===== config.mk =====
export PLATFORM = sky130hd
export DESIGN_NAME = alu_arbiter
export DESIGN_NICKNAME = d
export VERILOG_FILES = /design/src/rtl/alu_arbiter.sv
export SDC_FILE = /design/constraint.sdc
export NUM_CORES = 1
export LEC_CHECK = 0
export CAP_MARGIN = 5
export CORE_MARGIN = 5
export CORE_UTILIZATION = 42
export CTS_BUF_LIST = sky130_fd_sc_hd__clkbuf_4 sky130_fd_sc_hd__clkbuf_8 sky130_fd_sc_hd__clkbuf_16
export CTS_CLUSTER_DIAMETER = 100
export DETAILED_ROUTE_END_ITERATION = 12
export GPL_ROUTABILITY_DRIVEN = 0
export GPL_TIMING_DRIVEN = 1
export PLACE_DENSITY = 0.86
export RECOVER_POWER = 25
export SLEW_MARGIN = 20
export SYNTH_ARGS = -nofsm -noshare
export SYNTH_HDL_FRONTEND = slang
export SYNTH_SLANG_ARGS = --single-unit

===== constraint.sdc =====
create_clock -name clk -period 5.2 [get_ports clk]
set_clock_uncertainty 0.05 [all_clocks]
set_input_delay 1.3 -clock clk [delete_from_list [all_inputs] [get_ports clk]]
set_output_delay 1.3 -clock clk [all_outputs]
set_load 0.01 [all_outputs]

===== src/rtl/alu_arbiter.sv =====
// alu_arbiter: shares one combinational ALU between requester 0 (EXE stage)
// and requester 1 (multi-cycle/auxiliary unit). A three-state FSM
// (IDLE -> EXEC -> RESP) runs one operation at a time. A round-robin priority
// bit picks the winner when both requesters ask in the same cycle.
// Optional feature macro: ALU_ARB_ILLEGAL_CHK_EN. When it is defined, an
// illegal command is accepted but runs as 0000. Its result is then forced to
// 0 and rsp_err is set for that response.
module alu_arbiter #(
   parameter int WIDTH = 32,
   parameter int CMD_W = 4
) (
   input  logic             clk,
   input  logic             rst_n,
   input  logic             req0_valid,
   output logic             req0_ready,
   input  logic [WIDTH-1:0] req0_val1,
   input  logic [WIDTH-1:0] req0_val2,
   input  logic [CMD_W-1:0] req0_cmd,
   input  logic             req1_valid,
   output logic             req1_ready,
   input  logic [WIDTH-1:0] req1_val1,
   input  logic [WIDTH-1:0] req1_val2,
   input  logic [CMD_W-1:0] req1_cmd,
   output logic             rsp0_valid,
   input  logic             rsp0_ready,
   output logic             rsp1_valid,
   input  logic             rsp1_ready,
   output logic [WIDTH-1:0] rsp_result,
   output logic             rsp_err,
   output logic [WIDTH-1:0] alu_val1,
   output logic [WIDTH-1:0] alu_val2,
   output logic [CMD_W-1:0] alu_cmd,
   input  logic [WIDTH-1:0] alu_result
);

   typedef enum logic [1:0] {IDLE, EXEC, RESP} state_t;

   state_t           state_q, state_d;
   logic             prio_q, prio_d;
   logic             owner_q, owner_d;
   logic [WIDTH-1:0] val1_q, val1_d;
   logic [WIDTH-1:0] val2_q, val2_d;
   logic [CMD_W-1:0] cmd_q, cmd_d;
   logic [WIDTH-1:0] result_q, result_d;
   logic             err_q, err_d;
   logic             rsp0_valid_q, rsp0_valid_d;
   logic             rsp1_valid_q, rsp1_valid_d;
   logic             gnt1;
   logic [CMD_W-1:0] cmd_in;
`ifdef ALU_ARB_ILLEGAL_CHK_EN
   logic             ill_q, ill_d;

   // Legal ALU commands: add, sub, and, or, nor, xor, sll, sra, srl.
   function automatic logic is_legal(input logic [CMD_W-1:0] cmd);
      is_legal = (cmd == CMD_W'(0)) || (cmd == CMD_W'(2)) || (cmd == CMD_W'(4)) ||
                 (cmd == CMD_W'(5)) || (cmd == CMD_W'(6)) || (cmd == CMD_W'(7)) ||
                 (cmd == CMD_W'(8)) || (cmd == CMD_W'(9)) || (cmd == CMD_W'(10));
   endfunction
`endif

   assign alu_val1   = val1_q;
   assign alu_val2   = val2_q;
   assign alu_cmd    = cmd_q;
   assign rsp_result = result_q;
   assign rsp_err    = err_q;
   assign rsp0_valid = rsp0_valid_q;
   assign rsp1_valid = rsp1_valid_q;

   // Next-state logic: arbitration, operand capture, result capture, response release.
   always_comb begin
      state_d      = state_q;
      prio_d       = prio_q;
      owner_d      = owner_q;
      val1_d       = val1_q;
      val2_d       = val2_q;
      cmd_d        = cmd_q;
      result_d     = result_q;
      err_d        = err_q;
      rsp0_valid_d = rsp0_valid_q;
      rsp1_valid_d = rsp1_valid_q;
      req0_ready   = 1'b0;
      req1_ready   = 1'b0;
      gnt1         = req1_valid && (!req0_valid || prio_q);
      cmd_in       = gnt1 ? req1_cmd : req0_cmd;
`ifdef ALU_ARB_ILLEGAL_CHK_EN
      ill_d        = ill_q;
`endif
      case (state_q)
         IDLE: begin
            if (req0_valid || req1_valid) begin
               req0_ready = !gnt1;
               req1_ready = gnt1;
               owner_d    = gnt1;
               prio_d     = !gnt1;
               val1_d     = gnt1 ? req1_val1 : req0_val1;
               val2_d     = gnt1 ? req1_val2 : req0_val2;
`ifdef ALU_ARB_ILLEGAL_CHK_EN
               ill_d      = !is_legal(cmd_in);
               cmd_d      = is_legal(cmd_in) ? cmd_in : '0;
`else
               cmd_d      = cmd_in;
`endif
               state_d    = EXEC;
            end
         end
         EXEC: begin
`ifdef ALU_ARB_ILLEGAL_CHK_EN
            result_d = ill_q ? '0 : alu_result;
            err_d    = ill_q;
`else
            result_d = alu_result;
            err_d    = 1'b0;
`endif
            rsp0_valid_d = !owner_q;
            rsp1_valid_d = owner_q;
            state_d      = RESP;
         end
         RESP: begin
            if ((!owner_q && rsp0_ready) || (owner_q && rsp1_ready)) begin
               rsp0_valid_d = 1'b0;
               rsp1_valid_d = 1'b0;
               state_d      = IDLE;
            end
         end
         default: state_d = IDLE;
      endcase
   end

   // State and datapath registers; reset discards any in-flight operation.
   always_ff @(posedge clk or negedge rst_n) begin
      if (!rst_n) begin
         state_q      <= IDLE;
         prio_q       <= 1'b0;
         owner_q      <= 1'b0;
         val1_q       <= '0;
         val2_q       <= '0;
         cmd_q        <= '0;
         result_q     <= '0;
         err_q        <= 1'b0;
         rsp0_valid_q <= 1'b0;
         rsp1_valid_q <= 1'b0;
`ifdef ALU_ARB_ILLEGAL_CHK_EN
         ill_q        <= 1'b0;
`endif
      end else begin
         state_q      <= state_d;
         prio_q       <= prio_d;
         owner_q      <= owner_d;
         val1_q       <= val1_d;
         val2_q       <= val2_d;
         cmd_q        <= cmd_d;
         result_q     <= result_d;
         err_q        <= err_d;
         rsp0_valid_q <= rsp0_valid_d;
         rsp1_valid_q <= rsp1_valid_d;
`ifdef ALU_ARB_ILLEGAL_CHK_EN
         ill_q        <= ill_d;
`endif
      end
   end

endmodule

Yosys cells after proc, flatten, opt, wreduce, memory -nomap -nowiden
Cells that the tools add are included.
W data, S select, Z words.
Cells by class
  eq/ne operators: 4
  multiplexer cells: 13
  reduce and logical (&&, ||, !) cells: 14
Operator list (count)
  $mux W32: 2
  $pmux W2 S3: 1
  $reduce_and A2 Y1: 3
  $mux W1: 5
  $mux W2: 2
  $mux W4: 1
  $ne A2 B2 Y1 const B: 2
  $pmux W1 S2: 2
  $logic_and A1 B1 Y1: 3
  $logic_not A1 Y1: 3
  $logic_or A1 B1 Y1: 3
  $eq A2 B1 Y1 const B: 1
  $eq A2 B2 Y1 const B: 1
  $logic_not A2 Y1: 1
  $reduce_bool A2 Y1: 1
Storage, ports and cells
  flip-flop bits (word level): 106

Logic depth before layout (Yosys ltp)
  depth after elaboration: 6
  gate-level depth with buffers: 6
  gate-level depth less buffers: 4

Least setup slack after synthesis
No wires, ideal clock.
  path kind: in2out
  start: input req1_valid
  end: output req0_ready
  arrival time: 2039 ps
  data required time: 3850 ps
  slack: 1811 ps
  stages: 5
  buffers on the path: 2
  cell sequence: nor2_1 > a211o_1 > buf_6 > buf_6 > inv_1
Between the ends
  word-level cells in the longest chain between the ends: 4
  elaborated cells on any way between the ends: 5
RTL lines
  start, declared: line 19  | input logic req1_valid,
  $logic_and A1 B1 Y1: line 83  | gnt1 = req1_valid && (!req0_valid || prio_q);
  $logic_not A1 Y1: line 91  | req0_ready = !gnt1;
  $mux W1 (*): line 90  | if (req0_valid || req1_valid) begin
  $mux W1 (*): line 88  | case (state_q)
  end, declared: line 15  | output logic req0_ready,
Every way passes the cells marked *; elsewhere a longest branch is shown, timed or not.

Final worst setup path
  start: input req0_valid
  end: output req1_ready
Between the ends
  word-level cells in the longest chain between the ends: 5
  elaborated cells on any way between the ends: 6
RTL lines
  start, declared: line 14  | input logic req0_valid,
  $logic_not A1 Y1: line 83
  $logic_or A1 B1 Y1: line 83
  $logic_and A1 B1 Y1: line 83
  $mux W1 (*): line 90
  $mux W1 (*): line 88
  end, declared: line 20  | output logic req1_ready,
Marked as above.

==> flow_summary.toml <==
[detailed_routing]
drt-met1-wl_um = 6640
top_layer = "met4"
ant_nets = 0
wl_met2_um = 8840
drc = 0
wl_per_cell_um = 20.3
routed-via-count = 4921
routed_wl_um = 17500
met3WireLength_um = 1660
drt_iter0_drc = 326
firstDrtPassIters = 4
routed_via_density = 5.71

[status]
status = "finished, violations left"
violations = "capacitance limit, slew limit"

[layout]
stdcell_area_um2 = 8170
multi_input_area_um2 = 2050
ff_latch_area_um2 = 2650
num-nets-final = 885
num_antenna_cells = 0
area_growth_syn_to_layout_pct = 59.5
drive_gt1_frac = 0.113
n_fill_cell = 882

[synth]
syn-cell-area_um2 = 5130
yosysTopAreaCellShare = 0.517
synth_cell_type_count = 27
synth_warnings = 0
synth_nets = 640
syn_area_per_cell_um2 = 11.0
synth_flop_cell = "dfrtp_1"
ys_ff_latch = 106
synth.most_common_cell = "dfrtp_1"
synth_top_area_cell = "dfrtp_1"
synthTopCellsByArea = "dfrtp_1, mux2_2, nand4_1"
synth_edf_count = 0
synth_cells = 466
yosys-top-cells-count = "dfrtp_1, inv_1, o21ai_0"
async_flop_share = 1.00
seq_area_frac_synth = 0.517

[critical_path]
cp_max_fo = 25
max_stage_delay_ps = 560
startpoint = "req0_valid"
worst_path_max_delay_cell = "clkdlybuf4s50_1"
path_class = "in2out"
r2r-start = "state_q[0]$_DFFE_PN0P_"
path_cells = "clkdlybuf4s50_1, nand2b_2, buf_4, and3_1, clkdlybuf4s50_1"
cp.required_ps = 3850
setup.worst_path.end_class = "primary output"
crit_path_frequent_cell = "clkdlybuf4s50_1"
worstPathArrival_ps = 3030
critPathLaunchType = "input port"

[clock_tree]
post_cts_buffers = 0
clk_latency_ps = 350
cts_root_buffer = "clkbuf_16"
cts-hold-fix-buffers = 0
cts_tree = "yes"
clk_pin_slew_ps = 70
cts_resized = 0
numCtsBuffers = 9
cts_max_level = 3
cts_sinks = 106
clock_path_buffers = 2

[die]
rows = 40
die_x_um = 120
dieArea_um2 = 14500
initial_core_util = 0.427
num_io_pins = 279
coreArea_um2 = 12000
die_h_um = 120

[timing]
setup_viol = 0
worst_pin_slew_ps = 1850
rsz0062_at_grt = "false"
fin_crit_sh = 0.842
maxSlewHeadroom = -0.232
fmax_mhz = 228
fin_crit_ps = 4380
report.final.slew_viol_count = 75
setup_tns_ps = 0
finalHoldViolCount = 0

[global_routing]
antenna_found_initial = 0
grt_usage = 0.235
grt_overflow = 0
grt_max_degree = 86
grt_first_pass_wirelength_um = 27000
grt_pass1_vias = 5076

[placed_design]
dp_hpwl_um = 12600
placed_cell_area_um2 = 7910
portBuffers = 277

[power_and_ir_drop]
fin_total_pwr_mw = 4.53
p_per_area_nw_per_um2 = 554
irDropWorstVdd_mv = 0.398
p_leak_nw = 3.36

[hold_path]
hold_path_class = "reg2reg"
hold_start = "rsp_result[8]$_DFFE_PN0P_"

[flow_run]
timing.max_cap.violations = 1
==> power by group <==
part	internal, mW	total (mW)	switching, mW
Sequential	1.25	1.49	0.239
Clock	0.334	0.636	0.303
Combinational	1.30	2.40	1.10
==> state kept, by name, indices dropped and copies added, names as in the netlist <==
| signal | count |
|---|---|
| rsp1_valid | 1 |
| rsp_result | 32 |
| rsp0_valid | 1 |
| owner_q | 1 |
| alu_val2 | 32 |
| state_q | 2 |
| alu_cmd | 4 |
| alu_val1 | 32 |
| prio_q | 1 |
==> cell families after synthesis <==
family | Yosys count | synth area share
other | 1 | 0.000732
flip-flops | 106 | 0.517
AND/OR/NAND/NOR | 55 | 0.0659
buffers and inverters | 102 | 0.0869
multiplexers | 32 | 0.0703
AO/OA/AOI/OAI | 170 | 0.259
==> layout by cell type (no fill, tap or decap), types with 2 or more instances in the layout <==
cell type / netlist / final
o211ai_2: 18 / 18
clkbuf_16: 0 / 9
dlygate4sd3_1: 0 / 32
nor2b_1: 3 / 2
dfrtp_1: 106 / 106
o22a_1: 22 / 22
a311o_1: 22 / 22
clkinv_2: 0 / 3
inv_1: 50 / 50
clkdlybuf4s50_1: 0 / 243
a21boi_0: 22 / 22
mux2_2: 32 / 31
buf_4: 1 / 9
o211ai_1: 28 / 28
nand4_1: 46 / 46
a21oi_1: 3 / 3
a21o_1: 4 / 4
o21ai_0: 48 / 48
nor2_4: 0 / 2
==> critical path, delay by kind of cell <==
family | cells | cell delay (ps)
buffers and inverters | 3 | 1330
AND/OR/NAND/NOR | 2 | 390
==> layout make-up <==
class,count,share of cell area
clock buffers,10,0.0292
clock inverters,5,0.00383
inverters,50,0.0230
multi-input cells,258,0.251
flip-flops and latches,106,0.325
well taps,147,0.0225
repair buffers,286,0.346
==> metrics by stage <==
stage,hold WS [ps],worst slack [ps],std cells,util
after detailed placement,447,840,847,0.658
after global placement,438,877,847,0.658
final,457,823,862,0.681
after CTS,462,831,862,0.681
after global routing,485,787,862,0.681
after floorplan,456,1810,466,-
==> worst paths after layout <==
| check | end | slack (ps) | cells past startpoint |
|---|---|---|---|
| max in group asynchronous | alu_val1[2]$_DFFE_PN0P_ | 2360 | 2 |
| min in group asynchronous | alu_val1[12]$_DFFE_PN0P_ | 1390 | 1 |
| worst min register to register | rsp_result[8]$_DFFE_PN0P_ | 460 | 1 |
| worst max-delay path | req1_ready | 820 | 5 |
| worst min-delay path | rsp_result[8]$_DFFE_PN0P_ | 460 | 1 |
| worst max register to register | alu_val1[11]$_DFFE_PN0P_ | 2890 | 5 |
==> metal layers <==
metal  vias to the layer above  global-route usage
met4                         0              0.0829
met1                      2435               0.274
met5                         -                   0
li1                       2225                   -
met3                        25              0.0772
met2                       236               0.406
Note: power is estimated with default switching activity, not from simulation.
